### config.mk
export PLATFORM = sky130hd
export DESIGN_NAME = ram_arbiter
export DESIGN_NICKNAME = d
export VERILOG_FILES = /design/src/rtl/ram_arb_pkg.sv /design/src/rtl/ram_arb_starve_ctr.sv /design/src/rtl/ram_arbiter.sv
export SDC_FILE = /design/constraint.sdc
export NUM_CORES = 1
export LEC_CHECK = 0
export CORE_AREA = 2 2 116 118
export DETAILED_ROUTE_END_ITERATION = 7
export DIE_AREA = 0 0 118 120
export PLACE_DENSITY = 0.56
export SETUP_SLACK_MARGIN = 0.5
export SLEW_MARGIN = 20
export SYNTH_ARGS = -nofsm -noshare
export SYNTH_HDL_FRONTEND = slang
export SYNTH_SLANG_ARGS = --single-unit
### constraint.sdc
create_clock -name clk -period 2.2 [get_ports clk]
set_clock_uncertainty 0.2 [all_clocks]
set_input_delay 0.44 -clock clk [delete_from_list [all_inputs] [get_ports clk]]
set_output_delay 0.44 -clock clk [all_outputs]
set_load 0.01 [all_outputs]
### src/rtl/ram_arb_pkg.sv
// rtl/ram_arb_pkg.sv - shared types and constants for the soc_mem CPU/DMA arbiter
package ram_arb_pkg;

  typedef enum logic [1:0] {
    OWN_NONE = 2'd0,
    OWN_CPU  = 2'd1,
    OWN_DMA  = 2'd2
  } owner_e;

  localparam int         RAM_ADDR_W = 22;
  localparam logic [3:0] WEN_FULL   = 4'hF;

endpackage

### src/rtl/ram_arb_starve_ctr.sv
// rtl/ram_arb_starve_ctr.sv - counts DMA wins against a waiting CPU and raises the CPU slot
// Built into ram_arbiter only when RAM_ARB_FAIR_EN is defined.
module ram_arb_starve_ctr #(
  parameter int STARVE_LIMIT = 4
) (
  input  logic clk,
  input  logic resetn,
  input  logic cpu_valid_i,
  input  logic cpu_issue_i,
  input  logic cpu_lose_i,
  output logic force_cpu_o
);

  logic [7:0] cnt_q, cnt_d;

  always_comb begin
    cnt_d = cnt_q;
    if (cpu_issue_i || !cpu_valid_i) begin
      cnt_d = 8'd0;
    end else if (cpu_lose_i && (cnt_q != 8'hFF)) begin
      cnt_d = cnt_q + 8'd1;
    end
  end

  always_ff @(posedge clk or negedge resetn) begin
    if (!resetn) begin
      cnt_q <= 8'd0;
    end else begin
      cnt_q <= cnt_d;
    end
  end

  assign force_cpu_o = (cnt_q == 8'(STARVE_LIMIT));

endmodule

### src/rtl/ram_arbiter.sv
// rtl/ram_arbiter.sv - shares soc_mem between the picorv32 port and the DMA master
// Define RAM_ARB_FAIR_EN to add the CPU anti-starvation slot; otherwise DMA always wins.
module ram_arbiter
  import ram_arb_pkg::*;
#(
  parameter int MEM_WORDS    = 256,
  parameter int STARVE_LIMIT = 4
) (
  input  logic                  clk,
  input  logic                  resetn,
  input  logic                  cpu_valid,
  input  logic [31:0]           cpu_addr,
  input  logic [31:0]           cpu_wdata,
  input  logic [3:0]            cpu_wstrb,
  output logic                  cpu_ready,
  output logic [31:0]           cpu_rdata,
  input  logic                  dma_req,
  input  logic [31:0]           dma_addr,
  input  logic [31:0]           dma_wdata,
  input  logic                  dma_wen,
  input  logic                  dma_ren,
  output logic                  dma_grant,
  output logic                  dma_rvalid,
  output logic [31:0]           dma_rdata,
  output logic [3:0]            ram_wen,
  output logic [RAM_ADDR_W-1:0] ram_addr,
  output logic [31:0]           ram_wdata,
  input  logic [31:0]           ram_rdata
);

  localparam logic [31:0] ADDR_LIMIT = 32'(4 * MEM_WORDS);

  owner_e      resp_owner_q, resp_owner_d;
  logic        resp_is_rd_q, resp_is_rd_d;
  logic        resp_oob_q, resp_oob_d;
  owner_e      winner;
  logic        dma_elig, cpu_elig, force_cpu;
  logic [31:0] sel_addr;
  logic        sel_oob;
  logic        rd_data_ok;

  assign dma_elig = dma_req && (dma_wen || dma_ren);
  // The CPU still holds cpu_valid during its own response cycle; keep it out then.
  assign cpu_elig = cpu_valid && (resp_owner_q != OWN_CPU);

  always_comb begin
    winner = OWN_NONE;
    if (dma_elig && !(force_cpu && cpu_elig)) begin
      winner = OWN_DMA;
    end else if (cpu_elig) begin
      winner = OWN_CPU;
    end
  end

  assign sel_addr  = (winner == OWN_DMA) ? dma_addr : cpu_addr;
  assign sel_oob   = (sel_addr >= ADDR_LIMIT);
  assign ram_addr  = sel_addr[RAM_ADDR_W+1:2];
  assign ram_wdata = (winner == OWN_DMA) ? dma_wdata : cpu_wdata;
  assign dma_grant = (winner == OWN_DMA);

  always_comb begin
    ram_wen      = 4'b0000;
    resp_is_rd_d = 1'b0;
    resp_owner_d = winner;
    resp_oob_d   = sel_oob;
    case (winner)
      OWN_CPU: begin
        ram_wen      = cpu_wstrb;
        resp_is_rd_d = (cpu_wstrb == 4'b0000);
      end
      OWN_DMA: begin
        ram_wen      = dma_wen ? WEN_FULL : 4'b0000;
        resp_is_rd_d = !dma_wen;
      end
      default: ;
    endcase
    // Addresses beyond the array alias into it through ram_addr; never let them write.
    if (sel_oob) begin
      ram_wen = 4'b0000;
    end
  end

  always_ff @(posedge clk or negedge resetn) begin
    if (!resetn) begin
      resp_owner_q <= OWN_NONE;
      resp_is_rd_q <= 1'b0;
      resp_oob_q   <= 1'b0;
    end else begin
      resp_owner_q <= resp_owner_d;
      resp_is_rd_q <= resp_is_rd_d;
      resp_oob_q   <= resp_oob_d;
    end
  end

  assign rd_data_ok = resp_is_rd_q && !resp_oob_q;
  assign cpu_ready  = (resp_owner_q == OWN_CPU);
  assign cpu_rdata  = (cpu_ready && rd_data_ok) ? ram_rdata : 32'd0;
  assign dma_rvalid = (resp_owner_q == OWN_DMA) && resp_is_rd_q;
  assign dma_rdata  = (dma_rvalid && rd_data_ok) ? ram_rdata : 32'd0;

`ifdef RAM_ARB_FAIR_EN
  ram_arb_starve_ctr #(
    .STARVE_LIMIT(STARVE_LIMIT)
  ) u_starve_ctr (
    .clk        (clk),
    .resetn     (resetn),
    .cpu_valid_i(cpu_valid),
    .cpu_issue_i(winner == OWN_CPU),
    .cpu_lose_i (cpu_elig && (winner == OWN_DMA)),
    .force_cpu_o(force_cpu)
  );
`else
  assign force_cpu = 1'b0;
`endif

endmodule

==> metrics.txt <==
CTS root buffer=clkbuf_16; Total Routed Length=approximately 14000 um; relative slew slack=79.3%; maximum clock rate=a little over 0.4 GHz; r2r endpoint=resp_is_rd_q; Pwr per Cell Area=214 nW/um^2; RSZ-0062 raised after global routing=true; layout cells sized above 1=73.0%; dominant synthesized flop cell=dfrtp_1; fin. max-slew vios=0; Tightest Hold Check Type=in -> async; Clock Tree Buf Depth=2; DIE HEIGHT=around 120 um; n_diodes=0; cells after synthesis=around 290; Ports=slightly below 300; reg2reg path depth=7; initial DRC count=69; outcome=finished, violations left; count of state elements after synthesis=4; Peak VDD IR=0.185 mV; Hold Buf Count CTS=0; Die X=about 120 um; asr flop ratio synth=100%; xor/xnor share of the synthesized area=0%; Compound-Gate Fraction of Synth Area=between 5 and 6%; antenna violations before repair=0; most common cell in the netlist=nand2_1; clk sink count=4; Synth area leaders=nand2_1, and2_1, dfrtp_1; synthesized area=around 1500 um^2; number of routed nets with antenna violations=0; clk slew on worst S/H paths=~30 ps; Final #Nets=between 800 and 900; Die Footprint=14200 um^2; post-synthesis adder-cell area fraction=0%; Static Leak=0.00345 uW; post-layout min period=about 2500 ps; Worst R2R Start=resp_owner_q[1]; gpl congestion=between 0.7 and 0.8; FP Rows=42; CP Capture Type=output pin; DR pass1 iterations=5; Final Power=approximately 1500 uW; R2R Setup Slk=roughly 580 ps; vias per std cell=about 4.2; H-tree depth=1; Core Area=roughly 13000 um^2; Max FO, Critical Path=2; Global Route Usage Sum=around 18%; failing checks=setup timing; CP Class=in -> out; Via Count=~3600; CTS buffer count=3; endpoints failing hold=0; global-route wire length before repair=around 20000 um; Worst-Margin Slew=between 300 and 400 ps; Syn Area/Cell=between 5 and 6 um^2; fin crit share=112%; gr ovfl total=0; Syn. warnings=0; Final setup viols=79; Setup crit start kind=input port; CTS tree=done; Port Buf Inserts=slightly below 300; multiplexer share of the synthesized area=0%; Setup TNS=-5260 ps; syn nets=between 400 and 500; synth unique cells=21; sequential fraction of the synthesis area=approximately 6.7%; final worst setup slack=-257 ps; CP required=roughly 1600 ps; area share of the largest cell type after synthesis=between 40% and 50%; Data arrival, critical path=1820 ps; Initial Util=roughly 11%; cell accounting for the most synthesized area=nand2_1; dpl ws=-1020 ps; dpl hpwl=between 9000 and 10000 um; wire per inst=~16 um; clk_lat worst skew=220 ps; Synth Area in Simple Gates=between 80 and 90%; vias in the first global route=around 3700; synth cell count leaders=nand2_1, and2_1, buf_2; DRC Markers=0; FILL cells=about 1200; # Max-Cap Violations=0; largest net degree at the start of global routing=12; largest family of logic cells by synthesized area=simple AND/OR/NAND/NOR gates; Post-synth EDFFs=0; Area growth syn-to-layout=379%
-- worst max path at each step --
stage / from / cells after the start / endpoint
6_report: dma_addr[13] / 7 / ram_wen[2]
4_1_cts: dma_addr[12] / 7 / ram_wen[2]
3_5_place_dp: dma_addr[12] / 6 / ram_wen[2]
2_1_floorplan: dma_addr[17] / 3 / ram_wen[0]
5_1_grt: dma_addr[24] / 5 / ram_wen[3]
3_3_place_gp: dma_addr[12] / 6 / ram_wen[2]
-- sequential cells by signal (all words and copies together), names as in the netlist --
| register | count |
|---|---|
| resp_is_rd_q | 1 |
| resp_oob_q | 1 |
| resp_owner_q | 2 |
-- worst max-delay path: stages --
cell and delay (ps):
buf_8 100, nor4_4 250, buf_4 160, nand4_1 170, buf_4 190, a222oi_1 300
buf_2 200
-- metal layers --
| metal | routed length, um | part of all wire [%] | global-route usage [%] |
|---|---|---|---|
| met5 | 0 | 0 | 0 |
| met4 | 199 | 1.4 | 3.54 |
| met3 | 1050 | 7.6 | 4.85 |
| met2 | 7550 | 54 | 35.0 |
| met1 | 5070 | 37 | 18.7 |
-- cells by family after synthesis --
| logic type | Yosys count |
|---|---|
| buffers and inverters | 20 |
| AND/OR/NAND/NOR | 255 |
| flip-flops | 4 |
| AO/OA/AOI/OAI | 7 |
-- layout make-up --
type	count	area, um^2	area share [%]
clock buffer	3	75.1	1.05
tap	176	220	3.08
timing repair buffer	410	4560	63.9
inverter	2	10.0	0.140
multi-input combinational	262	2170	30.4
sequential	4	101	1.42
-- placed cells by master (no fill, tap or decap), types with 2 or more instances in the layout --
| cell type | instances |
|---|---|
| nand2_2 | 104 |
| clkdlybuf4s50_1 | 122 |
| buf_12 | 16 |
| nand2_4 | 46 |
| clkbuf_16 | 4 |
| nand4_1 | 7 |
| nor2_1 | 2 |
| clkdlybuf4s15_1 | 3 |
| dlygate4sd2_1 | 21 |
| buf_4 | 35 |
| nor4_2 | 2 |
| clkbuf_2 | 4 |
| nor4_1 | 3 |
| buf_2 | 14 |
| dfrtp_1 | 3 |
| a222oi_1 | 4 |
| nor4_4 | 6 |
| buf_6 | 169 |
| clkdlybuf4s15_2 | 2 |
| and2_4 | 63 |
| buf_16 | 13 |
| buf_8 | 9 |
| nand2_1 | 15 |
-- metrics by stage --
| step | cell area [um^2] | hold slack [ps] | utilization (%) | std cells |
|---|---|---|---|---|
| 6_report | 7140 | 237 | 55.0 | 857 |
| 5_1_grt | 7140 | 261 | 55.0 | 857 |
| 4_1_cts | 6510 | 244 | 50.2 | 845 |
| 3_5_place_dp | 5270 | 471 | 40.6 | 772 |
| 3_3_place_gp | 5270 | 454 | 40.6 | 772 |
| 2_1_floorplan | 1970 | -55.6 | - | 286 |
-- power breakdown --
| group | switching [uW] | total [uW] | internal [uW] |
|---|---|---|---|
| registers | 4.19 | 82.0 | 77.8 |
| logic | 454 | 1170 | 713 |
| clock network | 44.8 | 276 | 232 |
-- what timing repair did --
| item | 4_1_cts | 5_1_grt |
|---|---|---|
| cloned | 14 | 1 |
| resized for setup | 802 | 152 |
| endpoints found under the hold margin | 0 | 0 |
| pin swaps | 56 | 86 |
| setup endpoints to repair | 126 | 126 |
| setup buffers | 56 | 11 |
No activity file was read; power rests on OpenSTA's default activity.
